===== config.mk =====
export PLATFORM = sky130hd
export DESIGN_NAME = imem_boot_loader
export DESIGN_NICKNAME = d
export VERILOG_FILES = /design/src/rtl/riscv_pkg.sv /design/src/rtl/word_assembler.sv /design/src/rtl/imem_boot_loader.sv
export SDC_FILE = /design/constraint.sdc
export NUM_CORES = 1
export LEC_CHECK = 0
export CORE_MARGIN = 3
export CORE_UTILIZATION = 50
export CTS_BUF_LIST = sky130_fd_sc_hd__clkbuf_8
export CTS_CLUSTER_DIAMETER = 150
export DETAILED_ROUTE_END_ITERATION = 8
export PLACE_DENSITY = 0.74
export SLEW_MARGIN = 20
export SYNTH_ARGS = -nofsm -noshare
export SYNTH_HDL_FRONTEND = slang
export SYNTH_SLANG_ARGS = --single-unit

===== constraint.sdc =====
create_clock -name clock -period 2.9 [get_ports clock]
set_input_delay 0.29 -clock clock [delete_from_list [all_inputs] [get_ports clock]]
set_output_delay 0.29 -clock clock [all_outputs]
set_load 0.02 [all_outputs]

===== src/rtl/riscv_pkg.sv =====
// Shared definitions for the instruction-memory boot path.
//   XLEN          : instruction word width (32)
//   CNT_W         : width of word-count / word-index arithmetic (17), wide
//                   enough to hold 2^ADDR_W for every ADDR_W up to 16
//   boot_state_e  : boot loader FSM states
//   len_ok()      : legal-length test for the stream header
package riscv_pkg;

  localparam int unsigned XLEN  = 32;
  localparam int unsigned CNT_W = 17;

  typedef enum logic [2:0] {
    LEN0  = 3'd0,
    LEN1  = 3'd1,
    DATA  = 3'd2,
    WRITE = 3'd3,
    DONE  = 3'd4,
    ERR   = 3'd5
  } boot_state_e;

  // A header is legal when 1 <= n <= 2^addr_w (the memory depth).
  function automatic logic len_ok(input logic [CNT_W-1:0] n,
                                  input int unsigned      addr_w);
    logic [CNT_W-1:0] depth;
    depth = CNT_W'(1) << addr_w;
    return (n != '0) && (n <= depth);
  endfunction

endpackage


===== src/rtl/word_assembler.sv =====
// Little-endian byte-to-word assembler.
//   clock, rst  : system clock, asynchronous active-high reset
//   byte_en     : a byte is consumed this cycle
//   byte_data   : the consumed byte
//   word        : registered assembly register (full word once complete)
//   word_done   : combinational pulse on the fourth byte of a word
module word_assembler
  import riscv_pkg::*;
(
  input  logic            clock,
  input  logic            rst,
  input  logic            byte_en,
  input  logic [7:0]      byte_data,
  output logic [XLEN-1:0] word,
  output logic            word_done
);

  logic [1:0]      idx_q,  idx_d;
  logic [XLEN-1:0] word_q, word_d;

  // Bytes shift in from the top, so after four bytes the first one
  // lands in bits 7:0. No clear is needed between words: four shifts
  // replace every bit.
  always_comb begin
    idx_d     = idx_q;
    word_d    = word_q;
    word_done = 1'b0;
    if (byte_en) begin
      word_d    = {byte_data, word_q[XLEN-1:8]};
      idx_d     = idx_q + 2'd1;
      word_done = (idx_q == 2'd3);
    end
  end

  always_ff @(posedge clock or posedge rst) begin
    if (rst) begin
      idx_q  <= '0;
      word_q <= '0;
    end else begin
      idx_q  <= idx_d;
      word_q <= word_d;
    end
  end

  assign word = word_q;

endmodule


===== src/rtl/imem_boot_loader.sv =====
// Instruction-memory boot loader. Receives a byte stream
// (2-byte LE word count N, then N LE 32-bit words), writes the words to
// instruction memory from address 0, and releases the core reset when done.
//   clock, rst             : system clock, asynchronous active-high reset
//   byte_valid/byte_data   : upstream byte source
//   byte_ready             : byte accepted when byte_valid & byte_ready
//   imem_we/addr/wdata     : instruction-memory write port
//   cpu_rst                : core reset, held until the image is loaded
//   load_done              : image loaded, core released
//   load_err               : illegal length header (N==0 or N>depth)
module imem_boot_loader
  import riscv_pkg::*;
#(
  parameter int unsigned ADDR_W = 8
) (
  input  logic              clock,
  input  logic              rst,
  input  logic              byte_valid,
  input  logic [7:0]        byte_data,
  output logic              byte_ready,
  output logic              imem_we,
  output logic [ADDR_W-1:0] imem_addr,
  output logic [31:0]       imem_wdata,
  output logic              cpu_rst,
  output logic              load_done,
  output logic              load_err
);

  boot_state_e      state_q, state_d;
  logic [7:0]       len_lo_q, len_lo_d;
  logic [CNT_W-1:0] count_q, count_d;
  logic [CNT_W-1:0] word_idx_q, word_idx_d;
  logic             cpu_rst_q, cpu_rst_d;
  logic             load_done_q, load_done_d;
  logic             load_err_q, load_err_d;

  logic             accept;
  logic             asm_en;
  logic [XLEN-1:0]  asm_word;
  logic             word_done;
  logic [CNT_W-1:0] hdr_count;

  // byte_ready is forced low while rst is held, not just after the edge.
  assign byte_ready = (state_q == LEN0 || state_q == LEN1 || state_q == DATA)
                      && !rst;
  assign accept     = byte_valid && byte_ready;
  // Kept outside the FSM process so word_done -> state_d is a plain
  // forward path with no combinational feedback.
  assign asm_en     = accept && (state_q == DATA);
  assign hdr_count  = {1'b0, byte_data, len_lo_q};

  word_assembler u_word_assembler (
    .clock     (clock),
    .rst       (rst),
    .byte_en   (asm_en),
    .byte_data (byte_data),
    .word      (asm_word),
    .word_done (word_done)
  );

  always_comb begin
    state_d    = state_q;
    len_lo_d   = len_lo_q;
    count_d    = count_q;
    word_idx_d = word_idx_q;

    case (state_q)
      LEN0: begin
        if (accept) begin
          len_lo_d = byte_data;
          state_d  = LEN1;
        end
      end
      LEN1: begin
        if (accept) begin
          count_d    = hdr_count;
          word_idx_d = '0;
          state_d    = len_ok(hdr_count, ADDR_W) ? DATA : ERR;
        end
      end
      DATA: begin
        if (word_done) state_d = WRITE;
      end
      WRITE: begin
        word_idx_d = word_idx_q + CNT_W'(1);
        state_d    = (word_idx_q == count_q - CNT_W'(1)) ? DONE : DATA;
      end
      DONE:    state_d = DONE;
      ERR:     state_d = ERR;
      default: state_d = LEN0;
    endcase

    // Status outputs are registered from the next state so they change
    // on the same edge as the state itself.
    cpu_rst_d   = (state_d != DONE);
    load_done_d = (state_d == DONE);
    load_err_d  = (state_d == ERR);
  end

  always_ff @(posedge clock or posedge rst) begin
    if (rst) begin
      state_q     <= LEN0;
      len_lo_q    <= '0;
      count_q     <= '0;
      word_idx_q  <= '0;
      cpu_rst_q   <= 1'b1;
      load_done_q <= 1'b0;
      load_err_q  <= 1'b0;
    end else begin
      state_q     <= state_d;
      len_lo_q    <= len_lo_d;
      count_q     <= count_d;
      word_idx_q  <= word_idx_d;
      cpu_rst_q   <= cpu_rst_d;
      load_done_q <= load_done_d;
      load_err_q  <= load_err_d;
    end
  end

  assign imem_we    = (state_q == WRITE);
  assign imem_addr  = word_idx_q[ADDR_W-1:0];
  assign imem_wdata = asm_word;
  assign cpu_rst    = cpu_rst_q;
  assign load_done  = load_done_q;
  assign load_err   = load_err_q;

endmodule

==> out/metrics.yaml <==
cts_sinks: 81
met2WireLength_um: 4010
synth.yosys.seq_area_share_pct: 51.1
core_sq_um: 7490
die_w_um: 95.1
maxUsedRoutingLayer: "met4"
async_flop_share_pct: 100
wl_per_cell_um: 16.2
cts-root-buf: "clkbuf_8"
skew_ns: 0.00987
final_cell_mix: "dfrtp_1 (80), mux2_2 (57), clkdlybuf4s50_1 (55), nand2_1 (23), o21ai_0 (17)"
antenna_left: 0
p_leak_uw: 0.00209
grt_pass1_wl_um: 13700
diodes: 0
post_dp_cell_area_sq_um: 4580
worstPathRequired_ns: 3.17
syn2layout_area_growth_pct: 21.2
arrival_ns: 3.02
grt_pass1_vias: 2805
clock_path_buffers: 2
ir_drop_v: 0.000415
dieArea_sq_um: 9040
drive_above_1_share_pct: 23.3
ys_warn_count: 0
clock_latency_ns: 0.35
setup_tns_ns: 0
dp_hpwl_um: 5720
tightest_slew_ns: 0.566
syn_inst: 342
hp-class: "in2async"
cap_violations: 0
io_buffers: 55
p_per_area_nw_per_um2: 799
setup_viol: 0
first_pass_iters: 4
dieHeight_um: 95.1
overflow: 0
rows: 31
end_kind: "flip-flop"
cts_tree: "yes"
final_common_cell: "dfrtp_1"
synth.distinct_cells: 50
min_period_ns: 2.75
period_share_pct: 94.8
syn_avg_cell_area_sq_um: 11.6
slew_viol_final: 0
cp_max_fo: 6
ys_ff_latch: 81
hold_violations: 0
num_vias: 2780
antenna_found_initial: 0
relSlewSlack_pct: 62.2
syn_nets: 356
cts_setup_buffers: 0
synthesis.area_sq_um: 3970
nets: 404
routed_via_density: 5.63
synth_edf_count: 0
numCtsBuffers: 9
status: "completed"
m1WireLength_um: 3590
final_cell_area_sq_um: 4810
grt_max_degree: 51
place_congestion: 0.801
start_util_pct: 53.0
max_freq_mhz: 364
drt_iter0_markers: 147
cts.reportedPaths.clkPinSlew_ns: 0.09
gr-usage-all-layers_pct: 19.5
routed_wl_um: 8000
rsz0062_at_grt: "no"
synth-main-ff-cell: "dfrtp_1"
h-tree-depth: 3
setup.worst_path.class: "reg2reg"
io_pins: 56
drcViolationCount: 0
start_kind: "flip-flop"
met3_length_um: 307
==> through the flow <==
step,hold WS (ns),std cells,utilization (%),setup WS [ns],power [uW]
2_1_floorplan,0.441,342,-,0.299,2620
3_3_place_gp,0.469,478,61.2,0.186,2870
3_5_place_dp,0.490,478,61.2,0.135,2910
4_1_cts,0.345,494,64.2,0.0886,3860
5_1_grt,0.381,494,64.2,0.00556,4090
6_report,0.335,494,64.2,0.150,3840
==> sequential cells by signal (all words and copies together) (netlist names) <==
signal and cells:
len_lo_q 8, word_idx_q 17, load_done 1, u_word_assembler.idx_q 2, u_word_assembler.word 32, state_q 3
cpu_rst 1, load_err 1, count_q 16
==> timing repair <==
action	CTS	global route
endpoints found under the setup margin	0	2
hold buffers	0	0
gates resized for setup	0	1
==> metal layers <==
metal	vias up	track usage, %
li1	1341	-
met1	1373	26.3
met3	10	3.95
met4	0	7.81
met2	56	30.8
met5	-	0
==> synthesized netlist by cell type, drive strengths merged (2+ instances only) <==
| master | n | area [sq um] |
|---|---|---|
| o21ai | 17 | 85.1 |
| xor2 | 9 | 78.8 |
| nand2 | 23 | 86.3 |
| o211ai | 8 | 60.1 |
| or4 | 7 | 63.8 |
| nand3 | 7 | 35.0 |
| a211oi | 2 | 15.0 |
| ha | 3 | 37.5 |
| nor4 | 6 | 43.8 |
| and3 | 3 | 18.8 |
| nor2 | 9 | 33.8 |
| buf | 11 | 81.3 |
| o31ai | 5 | 37.5 |
| mux2i | 6 | 60.1 |
| nand2b | 2 | 12.5 |
| or4b | 2 | 20.0 |
| a31oi | 7 | 43.8 |
| nand4 | 7 | 43.8 |
| or2 | 2 | 15.0 |
| xnor2 | 13 | 114 |
| or3 | 5 | 31.3 |
| dfrtp | 80 | 2000 |
| mux2 | 57 | 642 |
| nor2b | 2 | 12.5 |
| clkbuf | 15 | 56.3 |
| inv | 7 | 26.3 |
| a21boi | 2 | 15.0 |
| nor3 | 8 | 45.0 |
| o31a | 2 | 18.8 |
| and2 | 2 | 12.5 |
==> path summary, 6_finish.rpt <==
kind | start | endpoint | slack, ns | cells after the start
max | count_q[0] | cpu_rst | 0.15 | 8
min | rst | u_word_assembler.word[26] | 0.34 | 2
max reg2reg | count_q[0] | cpu_rst | 0.15 | 8
min in group clock | u_word_assembler.idx_q[0] | u_word_assembler.idx_q[0] | 0.50 | 1
max in group asynchronous | rst | cpu_rst | 1.88 | 3
min reg2reg | u_word_assembler.idx_q[0] | u_word_assembler.idx_q[0] | 0.50 | 1
==> worst max-delay path: stages, from the launching register on <==
cell and delay [ns]:
dfrtp_1 0.43, inv_1 0.08, ha_1 0.26, nor4b_1 0.49
a31oi_1 0.15, a221oi_1 0.31, nor2_1 0.08, or4_4 0.57
a211o_1 0.31
==> area by class of cell <==
| cell class | instances | area [sq um] |
|---|---|---|
| Inverter | 8 | 31.3 |
| Multi-Input combinational cell | 227 | 1780 |
| Clock buffer | 10 | 138 |
| Timing Repair Buffer | 63 | 623 |
| Tap cell | 99 | 124 |
| Sequential cell | 81 | 2030 |
| Clock inverter | 6 | 90.1 |
| Fill cell | 581 | 2680 |
==> power breakdown <==
| group | switching [uW] | leakage, uW | internal, uW |
|---|---|---|---|
| registers | 351 | 0.00106 | 1380 |
| clock network | 415 | 0.000118 | 512 |
| logic | 562 | 0.000919 | 628 |
| total | 1330 | 0.00209 | 2520 |
==> cells by family (layout without fill, tap and decap cells) <==
| group | Yosys count | in the layout | synth area share, % |
|---|---|---|---|
| and+or+nand+nor | 87 | 87 | 12.4 |
| DFF | 81 | 81 | 51.1 |
| muxes | 63 | 63 | 17.7 |
| AOI/OAI and AO/OA | 52 | 52 | 8.77 |
| buffers and inverters | 34 | 87 | 4.23 |
| xor gates and xnor gates | 22 | 22 | 4.86 |
| adders and majority gates | 3 | 3 | 0.946 |
Power figures use the tool's default switching activity.
